===== src/rtl/vga_fill_engine_if.sv =====
// Command and pixel-port bundle between game/demo logic and the fill engine.
// The master issues fill commands; the slave (engine) drives the VGA write port.
interface vga_fill_engine_if;
  logic       cmd_valid;
  logic       cmd_ready;
  logic       cmd_clear;
  logic [7:0] cmd_x;
  logic [6:0] cmd_y;
  logic [7:0] cmd_w;
  logic [6:0] cmd_h;
  logic [2:0] cmd_color;
  logic       abort;
  logic [7:0] VGA_X;
  logic [6:0] VGA_Y;
  logic [2:0] VGA_COLOR;
  logic       plot;
  logic       done;

  modport master (
    output cmd_valid, cmd_clear, cmd_x, cmd_y, cmd_w, cmd_h, cmd_color, abort,
    input  cmd_ready, VGA_X, VGA_Y, VGA_COLOR, plot, done
  );

  modport slave (
    input  cmd_valid, cmd_clear, cmd_x, cmd_y, cmd_w, cmd_h, cmd_color, abort,
    output cmd_ready, VGA_X, VGA_Y, VGA_COLOR, plot, done
  );
endinterface


===== src/rtl/vga_fill_engine.sv =====
// Rectangle / full-screen fill sequencer for the VGA pixel-write port.
// Emits one clipped pixel per clock in raster order, x fastest.
module vga_fill_engine #(
  parameter int SCREEN_W = 160,
  parameter int SCREEN_H = 120
) (
  input logic              CLOCK_50,
  input logic              reset,
  vga_fill_engine_if.slave bus
);
  localparam logic [8:0] X_LAST = 9'(SCREEN_W - 1);
  localparam logic [7:0] Y_LAST = 8'(SCREEN_H - 1);

  typedef enum logic [1:0] {IDLE, FILL, DONE} state_t;

  state_t     state_reg, state_next;
  logic [7:0] x_reg, x_next, x0_reg, x0_next, xe_reg, xe_next;
  logic [6:0] y_reg, y_next, y0_reg, y0_next, ye_reg, ye_next;
  logic [2:0] color_reg, color_next;
  logic       plot_reg, plot_next;
  logic [8:0] x_sum;
  logic [7:0] y_sum;
  logic       cmd_empty;

  // One extra bit of headroom so far corners never wrap before clipping.
  assign x_sum = {1'b0, bus.cmd_x} + {1'b0, bus.cmd_w} - 9'd1;
  assign y_sum = {1'b0, bus.cmd_y} + {1'b0, bus.cmd_h} - 8'd1;
  assign cmd_empty = (bus.cmd_w == 8'd0) || (bus.cmd_h == 7'd0) ||
                     ({1'b0, bus.cmd_x} > X_LAST) || ({1'b0, bus.cmd_y} > Y_LAST);

  always_ff @(posedge CLOCK_50 or posedge reset) begin
    if (reset) begin
      state_reg <= IDLE;
      x_reg     <= '0;
      y_reg     <= '0;
      x0_reg    <= '0;
      y0_reg    <= '0;
      xe_reg    <= '0;
      ye_reg    <= '0;
      color_reg <= '0;
      plot_reg  <= 1'b0;
    end else begin
      state_reg <= state_next;
      x_reg     <= x_next;
      y_reg     <= y_next;
      x0_reg    <= x0_next;
      y0_reg    <= y0_next;
      xe_reg    <= xe_next;
      ye_reg    <= ye_next;
      color_reg <= color_next;
      plot_reg  <= plot_next;
    end
  end

  always_comb begin
    state_next = state_reg;
    x_next     = x_reg;
    y_next     = y_reg;
    x0_next    = x0_reg;
    y0_next    = y0_reg;
    xe_next    = xe_reg;
    ye_next    = ye_reg;
    color_next = color_reg;
    plot_next  = 1'b0;
    case (state_reg)
      IDLE: begin
        if (bus.cmd_valid) begin
          if (bus.cmd_clear) begin
            x0_next    = '0;
            y0_next    = '0;
            xe_next    = X_LAST[7:0];
            ye_next    = Y_LAST[6:0];
            x_next     = '0;
            y_next     = '0;
            color_next = bus.cmd_color;
            plot_next  = 1'b1;
            state_next = FILL;
          end else if (cmd_empty) begin
            state_next = DONE;
          end else begin
            x0_next    = bus.cmd_x;
            y0_next    = bus.cmd_y;
            xe_next    = (x_sum > X_LAST) ? X_LAST[7:0] : x_sum[7:0];
            ye_next    = (y_sum > Y_LAST) ? Y_LAST[6:0] : y_sum[6:0];
            x_next     = bus.cmd_x;
            y_next     = bus.cmd_y;
            color_next = bus.cmd_color;
            plot_next  = 1'b1;
            state_next = FILL;
          end
        end
      end
      FILL: begin
        // Last-pixel completion wins over abort so only one done is produced.
        if (x_reg == xe_reg && y_reg == ye_reg) begin
          x_next     = x0_reg;
          state_next = DONE;
        end else if (bus.abort) begin
          state_next = DONE;
        end else if (x_reg == xe_reg) begin
          x_next    = x0_reg;
          y_next    = y_reg + 7'd1;
          plot_next = 1'b1;
        end else begin
          x_next    = x_reg + 8'd1;
          plot_next = 1'b1;
        end
      end
      DONE:    state_next = IDLE;
      default: state_next = IDLE;
    endcase
  end

  assign bus.cmd_ready = (state_reg == IDLE);
  assign bus.done      = (state_reg == DONE);
  assign bus.VGA_X     = x_reg;
  assign bus.VGA_Y     = y_reg;
  assign bus.VGA_COLOR = color_reg;
  assign bus.plot      = plot_reg;
endmodule


===== src/flat_wrapper.sv =====
// flat-port wrapper written by rule: the top's interface ports become plain ports
module vga_fill_engine_flat 
#(
  parameter int SCREEN_W = 160,
  parameter int SCREEN_H = 120
)
  (CLOCK_50, reset, bus_cmd_valid, bus_cmd_clear, bus_cmd_x, bus_cmd_y, bus_cmd_w, bus_cmd_h, bus_cmd_color, bus_abort, bus_cmd_ready, bus_VGA_X, bus_VGA_Y, bus_VGA_COLOR, bus_plot, bus_done);
  vga_fill_engine_if bus_i ();
  input logic CLOCK_50;
  input logic reset;
  input wire logic [$bits(bus_i.cmd_valid)-1:0] bus_cmd_valid;
  input wire logic [$bits(bus_i.cmd_clear)-1:0] bus_cmd_clear;
  input wire logic [$bits(bus_i.cmd_x)-1:0] bus_cmd_x;
  input wire logic [$bits(bus_i.cmd_y)-1:0] bus_cmd_y;
  input wire logic [$bits(bus_i.cmd_w)-1:0] bus_cmd_w;
  input wire logic [$bits(bus_i.cmd_h)-1:0] bus_cmd_h;
  input wire logic [$bits(bus_i.cmd_color)-1:0] bus_cmd_color;
  input wire logic [$bits(bus_i.abort)-1:0] bus_abort;
  output wire logic [$bits(bus_i.cmd_ready)-1:0] bus_cmd_ready;
  output wire logic [$bits(bus_i.VGA_X)-1:0] bus_VGA_X;
  output wire logic [$bits(bus_i.VGA_Y)-1:0] bus_VGA_Y;
  output wire logic [$bits(bus_i.VGA_COLOR)-1:0] bus_VGA_COLOR;
  output wire logic [$bits(bus_i.plot)-1:0] bus_plot;
  output wire logic [$bits(bus_i.done)-1:0] bus_done;
  assign bus_i.cmd_valid = bus_cmd_valid;
  assign bus_i.cmd_clear = bus_cmd_clear;
  assign bus_i.cmd_x = bus_cmd_x;
  assign bus_i.cmd_y = bus_cmd_y;
  assign bus_i.cmd_w = bus_cmd_w;
  assign bus_i.cmd_h = bus_cmd_h;
  assign bus_i.cmd_color = bus_cmd_color;
  assign bus_i.abort = bus_abort;
  assign bus_cmd_ready = bus_i.cmd_ready;
  assign bus_VGA_X = bus_i.VGA_X;
  assign bus_VGA_Y = bus_i.VGA_Y;
  assign bus_VGA_COLOR = bus_i.VGA_COLOR;
  assign bus_plot = bus_i.plot;
  assign bus_done = bus_i.done;
  vga_fill_engine #(.SCREEN_W(SCREEN_W), .SCREEN_H(SCREEN_H)) u_core (.CLOCK_50(CLOCK_50), .reset(reset), .bus(bus_i));
endmodule

===== config.mk =====
export PLATFORM = sky130hd
export DESIGN_NAME = vga_fill_engine_flat
export DESIGN_NICKNAME = d
export VERILOG_FILES = /design/src/rtl/vga_fill_engine_if.sv /design/src/rtl/vga_fill_engine.sv /design/src/flat_wrapper.sv
export SDC_FILE = /design/constraint.sdc
export NUM_CORES = 1
export LEC_CHECK = 0
export BUFFER_PORTS_ARGS = -buffer_cell sky130_fd_sc_hd__buf_2
export CAP_MARGIN = 20
export CORE_ASPECT_RATIO = 1.5
export CORE_MARGIN = 2
export CORE_UTILIZATION = 31
export DETAILED_ROUTE_END_ITERATION = 16
export PLACE_DENSITY = 0.63
export SYNTH_ARGS = -nofsm -noshare
export SYNTH_HDL_FRONTEND = slang
export SYNTH_SLANG_ARGS = --single-unit

===== constraint.sdc =====
create_clock -name CLOCK_50 -period 1.9 [get_ports CLOCK_50]
set_input_delay 0.095 -clock CLOCK_50 [delete_from_list [all_inputs] [get_ports CLOCK_50]]
set_output_delay 0.095 -clock CLOCK_50 [all_outputs]
set_load 0.005 [all_outputs]

==> results.cfg, run 1 <==
[sta]
fin_skew_ns = 0.00869
tightest_slew_ns = 0.460
fin_crit_sh = 1.08
setup_ws_ns = -0.161
hold_viol = 0
setup_viol = 14
period_needed_ns = 2.06
max-slew-margin-rel = 0.692
maxSlewViolCount = 0
rsz0062_at_grt = yes
max_freq_ghz = 0.485

[min_path]
hold_path_class = in2reg
holdPathStages = 3
min_to = u_core.bus.VGA_COLOR[2]
worstHoldStart = bus_cmd_color[2]

[floorplan]
die_h_um = 132
core_um2 = 10600
std_cell_rows = 46
die_area_um2 = 11800
fp.dieW_um = 89.3
start_util = 0.319
ios = 59

[place]
hpwl_um = 7450
place_congestion = 0.813
port_buffers = 58
place_area_um2 = 4530
post-place-ws_ns = -0.568

[logic_synthesis]
synth_area_leaders = dfrtp_1 33%, ha_1 11%, inv_1 7.0%
synth_ff_type = dfrtp_1
synth-edff-count = 0
synth_area_um2 = 3380
synthesis.nets = 459
ys_ff_latch = 44
async_flop_share = 1.00
syn_inst = 389
synth_warnings = 0
synth.distinct_cells = 56
yosysTopAreaCellShare = 0.325
yosysTopAreaCell = dfrtp_1
synth_seq_area_share = 0.325
avgSynthCellArea_um2 = 8.70

[setup_path]
startpoint_type = primary input
worstReg2RegEnd = u_core.bus.VGA_X[6]
rr_startpoint = u_core.bus.VGA_Y[4]
worstSetupEndpointType = flip-flop
ff2ff_path_depth = 7
path_class = in2reg
worstPathArrival_ns = 2.24
required_ns = 2.08
path_max_fanout = 5
rrSetupSlack_ns = 0.04

[final_layout]
final_cell_mix = 86 x buf_4, 53 x buf_2, 50 x inv_1, 44 x dfrtp_1, 34 x nand2_1
syn_to_final_growth_pct = 48.4
fin_nets = 605
drive_gt1_frac = 0.388
multiInputGateArea_um2 = 2230
fillers = 1061
regArea_um2 = 1100
diodes = 0
layout_commonest_cell = buf_4
finalInstanceArea_um2 = 5020

[flow_run]
maxCapViolations = 0

[global_routing]
grt-ovfl-total = 0
antenna_found_initial = 1
grt_pass1_wl_um = 15300
grt_max_degree = 45
grt_pass1_vias = 3231
grt_usage = 0.163

[routing]
drc = 0
wirelength_um = 9370
via_per_inst = 4.80
via_count = 3264
dr.pass1.iters = 4
avgRoutedWirePerCell_um = 13.8
ant_nets = 0
drt_iter0_drc = 184

[cts]
clk_pin_slew_worst_paths_ns = 0.06
cts_buffer_depth = 2
clock_sinks = 44
cts_buffers = 5
cts-root-buf = clkbuf_16
clk_latency_ns = 0.30
cts.htree.levels = 2
cts_tree = built

[run_status]
status = finished, violations left
violations = setup timing

[power]
p_leak_uw = 0.00242
peakVddDrop_v = 0.000473
power_uw = 5470
p_per_area_nw_per_um2 = 1090
[cell families after synthesis]
| logic type | Yosys count | share of synthesized area |
|---|---|---|
| AO/OA/AOI/OAI | 80 | 0.173 |
| XOR/XNOR | 29 | 0.0751 |
| adder cells (fa/ha/maj) | 32 | 0.123 |
| buffers and inverters | 77 | 0.0884 |
| flip-flops | 44 | 0.325 |
| multiplexers | 16 | 0.0510 |
| AND/OR/NAND/NOR | 111 | 0.164 |
[worst max path at each step]
stage | from | end
6_report | bus_cmd_w[1] | u_core.xe_reg[0]
5_1_grt | bus_cmd_x[1] | u_core.xe_reg[0]
4_1_cts | bus_cmd_w[1] | u_core.xe_reg[3]
3_5_place_dp | bus_cmd_h[1] | u_core.ye_reg[0]
3_3_place_gp | bus_cmd_h[1] | u_core.ye_reg[0]
2_1_floorplan | bus_cmd_h[1] | u_core.ye_reg[0]
[report_power, final]
group / switching [uW] / internal [uW] / total (uW)
logic: 1400 / 1600 / 3010
clock network: 362 / 525 / 887
registers: 268 / 1310 / 1580
[worst max-delay path, stage by stage]
cell     delay [ns]
buf_8          0.09
inv_8          0.03
ha_4           0.25
inv_2          0.03
ha_4           0.15
inv_2          0.05
fa_2           0.20
nor2b_2        0.05
o31a_2         0.34
mux2i_1        0.13
a211o_1        0.26
a311o_1        0.35
o22a_1         0.21
[metal layers]
metal	track usage	wire length (um)	share of wire
met5	0	11	0.0012
met3	0.0276	315	0.034
met1	0.201	3990	0.43
met2	0.278	4800	0.51
met4	0.0614	251	0.027
[per-stage QoR]
step / hold slack (ns) / instances / utilization / TNS (ns)
floorplan: 0.200 / 389 / - / -2.45
global placement: 0.154 / 657 / 0.427 / -8.38
detailed placement: 0.149 / 657 / 0.427 / -10.71
CTS: 0.0137 / 674 / 0.457 / -1.11
global route: 0.0345 / 680 / 0.474 / -3.54
finish: 0.0133 / 680 / 0.474 / -1.44
[repair_timing]
action	4_1_cts	5_1_grt
hold buffers	3	0
buffers inserted	6	6
hold endpoints to repair	46	0
pin swaps	18	18
resized for setup	22	30
endpoints found under the setup margin	18	26
[layout make-up]
type,instances,share of cell area
Tap cell,144,0.0359
Clock buffer,8,0.0292
Inverter,63,0.0536
Multi-Input combinational cell,268,0.445
Timing Repair Buffer,153,0.217
Sequential cell,44,0.219
[Yosys cell counts (7+ instances only)]
library cell	n
o22a_1	10
nand2_1	35
mux2_1	9
a21oi_1	9
nor2_1	18
dfrtp_1	44
xnor2_1	23
ha_1	30
nand2b_1	7
clkbuf_1	8
o21ai_0	14
nand3_1	11
inv_1	63
or3_1	7
Power figures use the tool's default switching activity.
==> run 2: changes to the inputs <==
CAP_MARGIN = default   (was 20)
PLACE_DENSITY = default   (was 0.63)
PLACE_DENSITY_LB_ADDON = 0.2   (was default)
==> run 2 against run 1 <==
Clock skew down 0.0069 ns. The run still ends with setup timing left. Register-to-register slack better by 0.03 ns. Final cell count down 0.29%. Setup slack better by 0.026 ns. Global-route usage about the same. Sequential share of layout area up 0.13 points. Fmax up 1.3%. Clock-buffer cell count down 2. Flip-flop and latch count unchanged. Critical path depth unchanged. Worst hold slack worse by 0.0031 ns.
==> results.cfg, run 2 (synthesis results as in run 1) <==
[final_layout]
diodes = 0
fin_nets = 603
final_cell_mix = 85 x buf_4, 54 x buf_2, 49 x inv_1, 44 x dfrtp_1, 34 x nand2_1
drive_gt1_frac = 0.395
final_core_util = 0.471
layout_commonest_cell = buf_4
syn_to_final_growth_pct = 47.5

[cts]
cts_buffers = 5
clk_latency_ns = 0.29
cts.htree.levels = 2
cts_buffer_depth = 2
cts_tree = built
cts-root-buf = clkbuf_16
clk_pin_slew_worst_paths_ns = 0.06
clock_sinks = 44

[floorplan]
ios = 59
die_area_um2 = 11800
std_cell_rows = 46
core_um2 = 10600
fp.dieW_um = 89.3
start_util = 0.319
die_h_um = 132

[power]
peakVddDrop_v = 0.000430
p_leak_uw = 0.00240
p_per_area_nw_per_um2 = 1070

[global_routing]
grt_pass1_vias = 3158
grt_usage = 0.163
groute.layer.met3.usage = 0.0169
grt_max_degree = 26
met2_usage = 0.277
use_met1 = 0.212
antenna_found_initial = 0
top_usage_layer = met2
grt_pass1_wl_um = 15200
grt-ovfl-total = 0

[routing]
drt_iter0_drc = 95
ant_nets = 0
wirelength_um = 9200
avgRoutedWirePerCell_um = 13.6
via_count = 3185
drc = 0
via_per_inst = 4.70
dr.pass1.iters = 4

[setup_path]
cp_slowest_cell = o31a_2
cp_common_cell = ha_4
worstPathArrival_ns = 2.21
cpPeakStageDelay_ns = 0.34
required_ns = 2.07
startpoint_type = primary input
path_class = in2reg
worst-path-buf-inv = 4
path_delay_family = compound AO/OA/AOI/OAI gates
path_max_fanout = 5
worstSetupEndpointType = flip-flop
path_cells = buf_8, inv_8, ha_4, inv_4, ha_4, inv_2, fa_2, nor2b_2, o31a_2, mux2i_1, a211o_1, a311o_1, o22a_1

[sta]
setup_tns_ns = -0.932
fin_crit_sh = 1.07
rsz0062_at_grt = yes
maxSlewViolCount = 0
max-slew-margin-rel = 0.382
period_needed_ns = 2.04
fin_skew_ns = 0.00182
max_freq_ghz = 0.491
setup_viol = 12
setup_ws_ns = -0.135
tightest_slew_ns = 0.922
hold_viol = 0

[place]
place_congestion = 0.804
port_buffers = 58
hpwl_um = 7470

[flow_run]
maxCapViolations = 0

[run_status]
violations = setup timing
status = finished, violations left

[min_path]
hold_path_class = in2reg
==> run 2: cell count changes in the layout (fill, tap and decap cells not counted), sizes merged <==
cell    delta
buf        -2
clkbuf     -2
clkinv     +2
==> run 2: metal layers <==
| metal | vias up | part of all wire |
|---|---|---|
| met5 | - | 0 |
| met4 | 0 | 0.018 |
| met3 | 8 | 0.022 |
| met2 | 43 | 0.52 |
| met1 | 1496 | 0.44 |
| li1 | 1638 | - |
==> run 2: per-stage QoR <==
| stage | cell area, um2 | instances | hold slack, ns | power, uW | setup slack [ns] |
|---|---|---|---|---|---|
| 6_report | 4990 | 678 | 0.0102 | 5350 | -0.135 |
| 5_1_grt | 4990 | 678 | 0.0229 | 5760 | -0.226 |
| 4_1_cts | 4800 | 672 | 0.00227 | 5150 | -0.118 |
| 3_5_place_dp | 4520 | 658 | 0.235 | 4210 | -0.541 |
| 3_3_place_gp | 4520 | 658 | 0.220 | 4150 | -0.493 |
| 2_1_floorplan | 3490 | 389 | 0.200 | 3070 | -0.279 |
==> run 2: final timing paths <==
kind                            slack (ns)                     from                      end  cells after the start
worst max-delay path                 -0.14             bus_cmd_w[1]         u_core.xe_reg[2]                     13
max in group asynchronous             0.85                    reset         u_core.x0_reg[1]                      4
worst max register to register        0.07         u_core.ye_reg[0]      u_core.bus.VGA_X[2]                      7
worst min register to register        0.47  u_core.bus.VGA_COLOR[1]  u_core.bus.VGA_COLOR[1]                      2
worst min-delay path                  0.01         bus_cmd_color[2]  u_core.bus.VGA_COLOR[2]                      3
min in group asynchronous             0.44                    reset      u_core.bus.VGA_Y[3]                      3
==> run 2: timing repair <==
item,4_1_cts,5_1_grt
hold buffers,3,0
resized for setup,18,40
pin swaps,18,13
setup endpoints to repair,15,26
endpoints found under the hold margin,25,0
buffers inserted,3,7
==> run 2: worst register-to-register path, delay by kind of cell (launching register included) <==
family,cells,cell delay [ns]
muxes,1,0.32
xor gates and xnor gates,1,0.16
DFF,1,0.39
AOI/OAI and AO/OA,1,0.10
buffers and inverters,1,0.17
and+or+nand+nor,3,0.57
==> run 2: power breakdown <==
group	switching, uW	internal, uW	total [uW]
combinational	1350	1540	2880
clock	364	519	883
sequential	273	1310	1590
total	1980	3370	5350
==> run 2: layout make-up <==
type	instances	area, um2
multi-input combinational	268	2220
clock buffer	6	139
fill	1073	5600
inverter	63	272
tap	144	180
clock inverter	2	10.0
sequential	44	1100
timing repair buffer	151	1060
